## config.mk

```make
export PLATFORM = sky130hd
export DESIGN_NAME = evt2_uart_word_assembler_flat
export DESIGN_NICKNAME = d
export VERILOG_FILES = /design/src/rtl/evt2_uart_word_assembler_if.sv /design/src/rtl/evt2_uart_word_assembler.sv /design/src/flat_wrapper.sv
export SDC_FILE = /design/constraint.sdc
export NUM_CORES = 1
export LEC_CHECK = 0
export ABC_AREA = 1
export ABC_CLOCK_PERIOD_IN_PS = 4900
export BUFFER_PORTS_ARGS = -buffer_cell sky130_fd_sc_hd__clkbuf_2
export CAP_MARGIN = 30
export CORE_MARGIN = 5
export CORE_UTILIZATION = 30
export DETAILED_ROUTE_END_ITERATION = 8
export PLACE_DENSITY = 0.58
export SETUP_SLACK_MARGIN = 0.02
export SYNTH_ARGS = -nofsm -noshare
export SYNTH_HDL_FRONTEND = slang
export SYNTH_SLANG_ARGS = --single-unit
export TNS_END_PERCENT = 50
```

## constraint.sdc

```tcl
create_clock -name clk -period 4.9 [get_ports clk]
set_input_delay 0.49 -clock clk [delete_from_list [all_inputs] [get_ports clk]]
set_output_delay 0.49 -clock clk [all_outputs]
set_load 0.05 [all_outputs]
```

## src/rtl/evt2_uart_word_assembler_if.sv

```systemverilog
// Byte-in / word-out stream bundle around the EVT2 word assembler.
//   rx_data/rx_valid : byte stream from uart_rx (1-cycle strobe)
//   word_out/valid   : head of the word FIFO (FWFT)
//   word_ready       : consumer accepts word_out when word_valid && word_ready
// slave  : the assembler (consumes bytes, produces words)
// master : the surrounding logic (feeds bytes, drains words)
interface evt2_uart_word_assembler_if;
  logic [7:0]  rx_data;
  logic        rx_valid;
  logic [31:0] word_out;
  logic        word_valid;
  logic        word_ready;

  modport master (output rx_data, rx_valid, word_ready,
                  input  word_out, word_valid);
  modport slave  (input  rx_data, rx_valid, word_ready,
                  output word_out, word_valid);
endinterface

```

## src/rtl/evt2_uart_word_assembler.sv

```systemverilog
// EVT2 word assembler: packs the MSB-first uart byte stream into 32-bit
// EVT2.0 words, splits off 0xFC-0xFF command bytes seen at a word boundary,
// and queues words in a small first-word-fall-through FIFO.
// An inter-byte timeout drops stale partial words so framing recovers after
// lost bytes; diagnostic counters saturate.
// Ports:
//   clk, rst_n    clock, async active-low reset
//   flush         sync clear of FIFO + framer (counters kept)
//   bus           byte in / word out stream (slave side)
//   cmd_valid     1-cycle pulse, command byte seen
//   cmd_code      0=echo(FF) 1=status(FE) 2=config(FD) 3=reset(FC)
//   fill_level    words held in the FIFO
//   drop_count    words lost to a full FIFO
//   resync_count  partial words discarded by timeout
module evt2_uart_word_assembler #(
  parameter int FIFO_DEPTH     = 4,
  parameter int TIMEOUT_CYCLES = 4167,
  parameter int CNT_W          = 8
) (
  input  logic                          clk,
  input  logic                          rst_n,
  input  logic                          flush,
  evt2_uart_word_assembler_if.slave     bus,
  output logic                          cmd_valid,
  output logic [1:0]                    cmd_code,
  output logic [$clog2(FIFO_DEPTH):0]   fill_level,
  output logic [CNT_W-1:0]              drop_count,
  output logic [CNT_W-1:0]              resync_count
);
  localparam int AW = $clog2(FIFO_DEPTH);
  localparam int TW = $clog2(TIMEOUT_CYCLES + 1);

  typedef enum logic [1:0] {B0, B1, B2, B3} fr_state_t;

  fr_state_t   state;
  logic [23:0] shift;          // first three bytes of the word in flight
  logic [TW-1:0] timer;
  logic [31:0] mem [FIFO_DEPTH];
  logic [AW-1:0] wr_ptr, rd_ptr;

  logic is_cmd, timeout, full, pop, push_req, push, drop;
  logic [31:0] word_in;

  always_comb begin
    is_cmd   = (bus.rx_data[7:2] == 6'h3F);
    // a byte arriving on the expiry cycle wins over the timeout
    timeout  = (state != B0) && !bus.rx_valid && (timer == TW'(TIMEOUT_CYCLES - 1));
    full     = (fill_level == (AW+1)'(FIFO_DEPTH));
    pop      = bus.word_valid && bus.word_ready;
    push_req = bus.rx_valid && (state == B3);
    // a same-cycle pop frees the slot, so a full FIFO can still take the word
    push     = push_req && (!full || pop);
    drop     = push_req && !push;
    word_in  = {shift, bus.rx_data};
  end

  assign bus.word_valid = (fill_level != '0);
  assign bus.word_out   = bus.word_valid ? mem[rd_ptr] : 32'h0;

  // Framer, timeout timer, command decode and diagnostic counters
  always_ff @(posedge clk or negedge rst_n) begin
    if (!rst_n) begin
      state        <= B0;
      shift        <= '0;
      timer        <= '0;
      cmd_valid    <= 1'b0;
      cmd_code     <= 2'd0;
      drop_count   <= '0;
      resync_count <= '0;
    end else if (flush) begin
      // flush overrides any concurrent byte; counters deliberately kept
      state     <= B0;
      timer     <= '0;
      cmd_valid <= 1'b0;
    end else begin
      cmd_valid <= 1'b0;
      if (bus.rx_valid) begin
        timer <= '0;
        unique case (state)
          B0: if (is_cmd) begin
                cmd_valid <= 1'b1;
                cmd_code  <= ~bus.rx_data[1:0];
              end else begin
                shift[23:16] <= bus.rx_data;
                state        <= B1;
              end
          B1: begin shift[15:8] <= bus.rx_data; state <= B2; end
          B2: begin shift[7:0]  <= bus.rx_data; state <= B3; end
          B3: state <= B0;     // word leaves here whether or not it fit
        endcase
      end else if (timeout) begin
        state <= B0;
        timer <= '0;
        if (resync_count != '1) resync_count <= resync_count + 1'b1;
      end else if (state == B0) begin
        timer <= '0;
      end else begin
        timer <= timer + 1'b1;
      end
      if (drop && drop_count != '1) drop_count <= drop_count + 1'b1;
    end
  end

  // FIFO bookkeeping
  always_ff @(posedge clk or negedge rst_n) begin
    if (!rst_n) begin
      wr_ptr     <= '0;
      rd_ptr     <= '0;
      fill_level <= '0;
    end else if (flush) begin
      wr_ptr     <= '0;
      rd_ptr     <= '0;
      fill_level <= '0;
    end else begin
      if (push) wr_ptr <= wr_ptr + 1'b1;
      if (pop)  rd_ptr <= rd_ptr + 1'b1;
      unique case ({push, pop})
        2'b10:   fill_level <= fill_level + 1'b1;
        2'b01:   fill_level <= fill_level - 1'b1;
        default: fill_level <= fill_level;
      endcase
    end
  end

  // Storage needs no reset: nothing is visible unless fill_level says so
  always_ff @(posedge clk) begin
    if (push && !flush) mem[wr_ptr] <= word_in;
  end
endmodule

```

## src/flat_wrapper.sv

```systemverilog
// flat-port wrapper written by rule: the top's interface ports become plain ports
module evt2_uart_word_assembler_flat 
#(
  parameter int FIFO_DEPTH     = 4,
  parameter int TIMEOUT_CYCLES = 4167,
  parameter int CNT_W          = 8
)
  (clk, rst_n, flush, cmd_valid, cmd_code, fill_level, drop_count, resync_count, bus_rx_data, bus_rx_valid, bus_word_ready, bus_word_out, bus_word_valid);
  evt2_uart_word_assembler_if bus_i ();
  input  logic clk;
  input  logic rst_n;
  input  logic flush;
  output logic cmd_valid;
  output logic [1:0] cmd_code;
  output logic [$clog2(FIFO_DEPTH):0] fill_level;
  output logic [CNT_W-1:0] drop_count;
  output logic [CNT_W-1:0] resync_count;
  input wire logic [$bits(bus_i.rx_data)-1:0] bus_rx_data;
  input wire logic [$bits(bus_i.rx_valid)-1:0] bus_rx_valid;
  input wire logic [$bits(bus_i.word_ready)-1:0] bus_word_ready;
  output wire logic [$bits(bus_i.word_out)-1:0] bus_word_out;
  output wire logic [$bits(bus_i.word_valid)-1:0] bus_word_valid;
  assign bus_i.rx_data = bus_rx_data;
  assign bus_i.rx_valid = bus_rx_valid;
  assign bus_i.word_ready = bus_word_ready;
  assign bus_word_out = bus_i.word_out;
  assign bus_word_valid = bus_i.word_valid;
  evt2_uart_word_assembler #(.FIFO_DEPTH(FIFO_DEPTH), .TIMEOUT_CYCLES(TIMEOUT_CYCLES), .CNT_W(CNT_W)) u_core (.clk(clk), .rst_n(rst_n), .flush(flush), .bus(bus_i), .cmd_valid(cmd_valid), .cmd_code(cmd_code), .fill_level(fill_level), .drop_count(drop_count), .resync_count(resync_count));
endmodule
```

==> results of run 1 <==
## sequential cells by signal, indices dropped and copies added (netlist names)
signal and cells:
u_core.cmd_code 2, u_core.drop_count 8, u_core.cmd_valid 1, u_core.mem 128, u_core.resync_count 8, u_core.rd_ptr 2, u_core.timer 13, u_core.wr_ptr 2
u_core.fill_level 3, u_core.state 2, u_core.shift 24
## per-stage QoR
step	instance area [µm²]	setup slack, ps	util (%)	power [W]
3_5_place_dp	9110	2250	33.0	0.00328
5_1_grt	9690	1640	35.1	0.00481
4_1_cts	9690	1770	35.1	0.00464
3_3_place_gp	9090	2290	32.9	0.00326
2_1_floorplan	8350	2030	-	0.00292
6_report	9690	1870	35.1	0.00457
## area by class of cell
type | count | area share, %
clock buffers | 18 | 4.43
inverters | 55 | 2.13
repair buffers | 77 | 4.37
well taps | 378 | 4.88
clock inverters | 14 | 1.49
flip-flops and latches | 193 | 56.5
multi-input cells | 521 | 26.2
## kinds of logic (layout without fill, tap and decap cells)
logic type | count (synthesis) | in the layout | share of synthesized area [%]
AOI/OAI and AO/OA | 136 | 136 | 8.59
DFF | 193 | 193 | 65.5
xor gates and xnor gates | 16 | 16 | 1.68
adders and majority gates | 14 | 14 | 2.19
and+or+nand+nor | 355 | 355 | 17.9
buffers and inverters | 83 | 164 | 4.14
## report_power, final
group / leakage, nW / switching [W] / internal (W)
logic: 1.55 / 0.00100 / 0.000270
registers: 2.02 / 0.0000867 / 0.00186
clock network: 0.271 / 0.000673 / 0.000680
## final timing paths
kind	endpoint	slack, ps	cells past startpoint
max	bus_word_out[10]	1870	6
min	u_core.resync_count[0]	230	2
max reg2reg	u_core.fill_level[2]	2810	11
min reg2reg	u_core.timer[0]	490	1
max in group asynchronous	u_core.rd_ptr[0]	4000	2
min in group clk	u_core.mem[1][7]	310	1
## layout by cell type (no fill, tap or decap), types with 2 or more instances in the layout
master                       netlist  layout
sky130_fd_sc_hd__nor2_1          176     172
sky130_fd_sc_hd__edfxtp_1        128     128
sky130_fd_sc_hd__nand2_1         119     119
sky130_fd_sc_hd__o21ai_0          85      85
sky130_fd_sc_hd__clkbuf_2          0      66
sky130_fd_sc_hd__dfrtp_1          65      64
sky130_fd_sc_hd__inv_1            47      47
sky130_fd_sc_hd__a21oi_1          34      34
sky130_fd_sc_hd__nand3_1          33      33
sky130_fd_sc_hd__clkbuf_16         0      17
sky130_fd_sc_hd__ha_1             13      13
sky130_fd_sc_hd__xnor2_1          10      10
sky130_fd_sc_hd__buf_4             0       9
sky130_fd_sc_hd__nand4_1           8       8
sky130_fd_sc_hd__o21ai_2           8       8
sky130_fd_sc_hd__inv_2             7       7
sky130_fd_sc_hd__o21ai_1           7       7
sky130_fd_sc_hd__nor3_1            6       6
sky130_fd_sc_hd__xor2_1            6       6
sky130_fd_sc_hd__inv_8             0       6
sky130_fd_sc_hd__nor2_2            0       4
sky130_fd_sc_hd__nand2_2           3       3
sky130_fd_sc_hd__nor3_2            3       3
sky130_fd_sc_hd__clkinvlp_4        0       3
sky130_fd_sc_hd__clkinv_1          1       2
sky130_fd_sc_hd__nor2_4            2       2
sky130_fd_sc_hd__clkinv_8          0       2
## metal layers
| metal | track usage, % | part of all wire, % | up-vias | wire length (µm) |
|---|---|---|---|---|
| li1 | - | - | 2809 | - |
| met1 | 16.6 | 48 | 2671 | 8860 |
| met5 | 0 | 0 | - | 0 |
| met3 | 3.05 | 4.3 | 4 | 789 |
| met4 | 2.58 | 0.41 | 0 | 75 |
| met2 | 19.9 | 47 | 86 | 8740 |
==> results_dict.tcl, run 1 <==
set metrics [dict create \
    final_min_period_over_clock_period_pct 61.8 \
    drive_gt1_share_pct 15.9 \
    mappedNetlistNets 824 \
    static-leakage-power_nw 3.85 \
    worstMarginPinSlew_ps 897 \
    report.final.setup_viol 0 \
    buffer_ports.inserted 67 \
    die_w_um 177 \
    synthesis.instances 797 \
    first_global_vias 5629 \
    synthFlopType "sky130_fd_sc_hd__edfxtp_1" \
    dieArea_um2 31300 \
    grt_antenna_before_repair 0 \
    critical_path.max_fanout 19 \
    final_net_count 892 \
    maxCapViolCount 0 \
    detailedPlacementHpwl_mm 11.5 \
    multiInputGateArea_um2 2540 \
    synth.avg_cell_area_um2 10.5 \
    vdd_ir_drop_max_mv 0.277 \
    ys_top_cells_by_count "176 x sky130_fd_sc_hd__nor2_1, 128 x sky130_fd_sc_hd__edfxtp_1, 119 x sky130_fd_sc_hd__nand2_1" \
    post_cts_sizing_count 0 \
    detail_route.iter0.violations 314 \
    tritoncts.num_buffers 17 \
    cts_setup_buffers 0 \
    worst_slew_margin_rel_pct 40.2 \
    clock_path_buffers 2 \
    routed_via_density 4.43 \
    fin_worst_hold_slack_ps 227 \
    critPathLaunch "u_core.rd_ptr[1]" \
    clkSlewWorstSetupHoldPaths_ps 70 \
    avg_wl_per_cell_um 14.7 \
    ys_types 32 \
    route.detailed.drc 0 \
    cts_tree "yes" \
    timing.clock.skew_ps 11.7 \
    setup.worst_path.start_class "flop" \
    setup.worst_path.end_class "primary output" \
    inst_count_dp 1224 \
    rr_startpoint "u_core.fill_level[0]" \
    timing.fmax_mhz 330 \
    final.fill_count 2829 \
    path_buf_inv 3 \
    synth.yosys.seq_area_share_pct 65.5 \
    route.vias.total 5570 \
    synth_area_um2 8350 \
    initial_core_util_pct 30.2 \
    drt-pass1-iter-count 4 \
    grt_overall_usage_pct 12.2 \
    worstPathArrival_ps 2540 \
    synth.area.top_cells "sky130_fd_sc_hd__edfxtp_1 46%, sky130_fd_sc_hd__dfrtp_1 19%, sky130_fd_sc_hd__nor2_1 7.9%, sky130_fd_sc_hd__nand2_1 5.4%, sky130_fd_sc_hd__o21ai_0 5.1%" \
    synth_edf_count 128 \
    post_layout_nonfiller_instances 1256 \
    core_area_um2 27600 \
    async_set_or_reset_flop_fraction_in_the_synthesized_netlist_pct 33.7 \
    ctsHtreeMaxLevel 4 \
    finalWeightedCongestion 0.795 \
    final_antenna_net_count 0 \
    period_needed_ps 3030 \
    wl_mm 18.5 \
    timing.setup.critical_path_class "flop to primary output" \
    floorplan.rows 61 \
    report.final.hold_viol_count 0 \
    worst-endpoint-required_ps 4410 \
    synth.ff_latch_count 193 \
    synth_largest_type_area_fraction_pct 46.1 \
    final-max-slew-violation-count 0 \
    clockRootBuffer "sky130_fd_sc_hd__clkbuf_16" \
    master_of_the_slowest_instance_on_the_critical_path "sky130_fd_sc_hd__clkinv_1" \
    die_h_um 177 \
    floorplan.io_pins 68 \
    yosysTopAreaCell "sky130_fd_sc_hd__edfxtp_1" \
    cts_sinks 193 \
    layout.area.seq_um2 5470 \
    status "complete, no violations" \
    synth-warning-count 0 \
    grt_overflow 0 \
    setup_tns_ps 0 \
    worstSkewPairLatency_ps 430 \
    yosysMostFrequentCell "sky130_fd_sc_hd__nor2_1" \
    global_route_wire_length_before_repair_mm 30.1 \
    worstPathCellList "clkinv_1, buf_4, nor2_1, o21ai_0, a21oi_1, clkbuf_2" \
    hold_buffers 0 \
    rsz0062_at_grt "false" \
    num_antenna_cells 0 \
    min_path_type "primary input to async pin" \
    worst_path_dominant_cell_family "buffers and inverters" \
    grt_start_max_net_pins 66 \
    pwr_density_cell_nw_per_um2 472 \
    worst_path_largest_cell_delay_ps 540 \
    layout_stage_area_growth_over_the_synthesis_result_pct 16.1 \
]
No activity file was read; power rests on OpenSTA's default activity.
==> run 2, diff against run 1 <==
--- a/config.mk
+++ b/config.mk
@@ -5,8 +5,8 @@
 export SDC_FILE = /design/constraint.sdc
 export NUM_CORES = 1
 export LEC_CHECK = 0
-export ABC_AREA = 1
-export ABC_CLOCK_PERIOD_IN_PS = 4900
+export ABC_AREA = 0
+export ABC_CLOCK_PERIOD_IN_PS = 2950
 export BUFFER_PORTS_ARGS = -buffer_cell sky130_fd_sc_hd__clkbuf_2
 export CAP_MARGIN = 30
 export CORE_MARGIN = 5
==> constraint.sdc (replaced) <==
create_clock -name clk -period 2.95 [get_ports clk]
set_input_delay 0.295 -clock clk [delete_from_list [all_inputs] [get_ports clk]]
set_output_delay 0.295 -clock clk [all_outputs]
set_load 0.05 [all_outputs]
==> results_dict.tcl, run 2 <==
set metrics [dict create \
    synth-warning-count 0 \
    synth_largest_type_area_fraction_pct 48.2 \
    final_min_period_over_clock_period_pct 81.5 \
    worst-endpoint-required_ps 2650 \
    mostFrequentLayoutCells "128 x sky130_fd_sc_hd__edfxtp_1, 66 x sky130_fd_sc_hd__clkbuf_2, 64 x sky130_fd_sc_hd__dfrtp_1, 36 x sky130_fd_sc_hd__and2_1, 32 x sky130_fd_sc_hd__mux4_2" \
    finalWeightedCongestion 0.774 \
    timing.setup.critical_path_class "flop to primary output" \
    layout_stage_area_growth_over_the_synthesis_result_pct 17.0 \
    worstHoldEndpoint "u_core.mem[3][3]" \
    rr_startpoint "u_core.state[0]" \
    worst_slew_margin_rel_pct 43.4 \
    mostFrequentLayoutCell "sky130_fd_sc_hd__edfxtp_1" \
    worst_path_largest_cell_delay_ps 620 \
    pwr_density_cell_nw_per_um2 635 \
    final.fill_count 2482 \
    synthFlopType "sky130_fd_sc_hd__edfxtp_1" \
    period_needed_ps 2400 \
    cts_sinks 193 \
    combinational_family_with_the_most_area_after_synthesis "multiplexers" \
    initial_core_util_pct 30.5 \
    grt_overall_usage_pct 11.0 \
    grt_overflow 0 \
    min_path_type "primary input to flop" \
    synthesis.instances 478 \
    ys_types 46 \
    yosys.area_share.adder_pct 2.29 \
    routed_via_density 4.75 \
    wl_mm 15.9 \
    dieArea_um2 30000 \
    grt_start_max_net_pins 39 \
    tritoncts.num_buffers 17 \
    floorplan.io_pins 68 \
    synth_area_um2 7980 \
    floorplan.rows 59 \
    status "complete, no violations" \
    worstPathCellList "buf_12, mux4_2, and2_1, clkbuf_2" \
    die_h_um 173 \
    global_route_wire_length_before_repair_mm 25.9 \
    yosysMostFrequentCell "sky130_fd_sc_hd__edfxtp_1" \
    critical_path.max_fanout 26 \
    timing.clock.skew_ps 12.9 \
    vdd_ir_drop_max_mv 0.319 \
    largest-register "u_core.mem" \
    worstMarginPinSlew_ps 848 \
    drt-pass1-iter-count 5 \
    first_global_vias 4597 \
    drive_gt1_share_pct 30.2 \
    synth.avg_cell_area_um2 16.7 \
    grt_antenna_before_repair 0 \
    timing.reg2reg.worst_path_depth 6 \
    clkSlewWorstSetupHoldPaths_ps 70 \
    fin_worst_hold_slack_ps 201 \
    detail_route.iter0.violations 285 \
    post_cts_sizing_count 0 \
    rsz0062_at_grt "false" \
    synth-compound-area-share_pct 2.24 \
    num_antenna_cells 0 \
    async_set_or_reset_flop_fraction_in_the_synthesized_netlist_pct 33.7 \
    layout.area.seq_um2 5470 \
    setup.reg_to_reg.worst_slack_ps 680 \
    clockRootBuffer "sky130_fd_sc_hd__clkbuf_16" \
    largest_registers "u_core.mem: 128 flops, u_core.shift: 24 flops, u_core.timer: 13 flops" \
    synth.yosys.seq_area_share_pct 68.6 \
    final_net_count 585 \
    synth_edf_count 128 \
    buffer_ports.inserted 67 \
    route.vias.total 4301 \
    maxCapViolCount 0 \
    worstPathArrival_ps 2110 \
    simple_gate_fraction_of_synth_area_pct 9.82 \
    critical_path.reg2reg.endpoint "u_core.mem[1][26]" \
    timing.fmax_mhz 416 \
    detailedPlacementHpwl_mm 10.4 \
    ctsHtreeMaxLevel 4 \
    setup.worst_path.start_class "flop" \
    worstHoldPathCells 1 \
    static-leakage-power_nw 3.42 \
    multiInputGateArea_um2 2390 \
    clock_path_buffers 2 \
    largest_register_ff_count 128 \
    setup_tns_ps 0 \
    synth_xor_xnor_area_share_pct 2.63 \
    final-max-slew-violation-count 0 \
    synth.area.top_cells "sky130_fd_sc_hd__edfxtp_1 48%, sky130_fd_sc_hd__dfrtp_1 20%, sky130_fd_sc_hd__mux4_2 9.0%, sky130_fd_sc_hd__mux2_2 3.4%, sky130_fd_sc_hd__and2_1 2.8%" \
    ys_top_cells_by_count "128 x sky130_fd_sc_hd__edfxtp_1, 65 x sky130_fd_sc_hd__dfrtp_1, 36 x sky130_fd_sc_hd__and2_1" \
    report.final.setup_viol 0 \
    final_antenna_net_count 0 \
    report.final.hold_viol_count 0 \
    die_w_um 173 \
    worstSkewPairLatency_ps 430 \
    avg_wl_per_cell_um 17.6 \
    share_of_cell_area_taken_by_muxes_after_synthesis_pct 13.0 \
    cts_tree "yes" \
    synth.ff_latch_count 193 \
    yosysTopAreaCell "sky130_fd_sc_hd__edfxtp_1" \
    hold_start "bus_rx_data[3]" \
    route.detailed.drc 0 \
    core_area_um2 26100 \
    master_of_the_slowest_instance_on_the_critical_path "sky130_fd_sc_hd__dfrtp_1" \
    setup.worst_path.end_class "primary output" \
    mappedNetlistNets 505 \
]
[run 2: how the worst max path moves through the flow]
stage	slack, ps	from	end	depth (start not counted)
6_report	550	u_core.rd_ptr[1]	bus_word_out[8]	4
5_1_grt	450	u_core.rd_ptr[1]	bus_word_out[8]	4
4_1_cts	490	u_core.rd_ptr[1]	bus_word_out[8]	4
3_5_place_dp	650	u_core.state[0]	u_core.mem[1][12]	6
3_3_place_gp	720	u_core.state[0]	u_core.mem[1][12]	6
2_1_floorplan	280	u_core.fill_level[0]	u_core.mem[0][0]	4
[run 2: area by class of cell]
class,count,area share [%]
Sequential cell,193,58.6
Multi-Input combinational cell,258,25.6
Timing Repair Buffer,78,4.77
Clock buffer,17,4.56
Tap cell,335,4.49
Clock inverter,14,1.58
Inverter,10,0.402
[run 2: timing repair]
action	4_1_cts	5_1_grt
setup buffers	0	0
hold buffers	1	0
endpoints found under the hold margin	31	0
endpoints found under the setup margin	0	0
[run 2: power by group]
group / leakage [nW] / switching (W) / internal [W]
clock network: 0.274 / 0.00107 / 0.00112
logic: 1.14 / 0.000277 / 0.000178
registers: 2.01 / 0.000147 / 0.00313
total: 3.42 / 0.00150 / 0.00443
[run 2: per-layer routing]
layer | vias to the layer above | global-route usage [%] | wire [µm] | share of wire [%]
met4 | 0 | 2.86 | 173 | 1.1
met2 | 101 | 18.7 | 8070 | 51
met3 | 11 | 3.49 | 777 | 4.9
met5 | - | 0 | 0 | 0
met1 | 2222 | 13.8 | 6880 | 43
li1 | 1967 | - | - | -
[run 2: cells by family (layout without fill, tap and decap cells)]
family | Yosys count | in the layout
flops | 193 | 193
compound gates | 22 | 22
mux | 60 | 60
simple gates | 138 | 138
xor+xnor | 24 | 24
buf+inv | 27 | 119
fa+ha+maj | 14 | 14
[run 2: stage by stage]
stage / setup WS (ps) / instances / power (W) / instance area, µm² / util (%)
finish: 546 / 905 / 0.00593 / 9340 / 35.7
global route: 450 / 905 / 0.00618 / 9340 / 35.7
CTS: 488 / 905 / 0.00601 / 9340 / 35.7
detailed placement: 652 / 873 / 0.00380 / 8760 / 33.5
global placement: 725 / 873 / 0.00377 / 8760 / 33.5
floorplan: 277 / 478 / 0.00361 / 7980 / -
[run 2: worst max-delay path, delay by kind of cell, from the launching register on]
kind | cells | cell delay (ps)
buffers and inverters | 2 | 510
AND/OR/NAND/NOR | 1 | 210
flip-flops | 1 | 620
multiplexers | 1 | 330
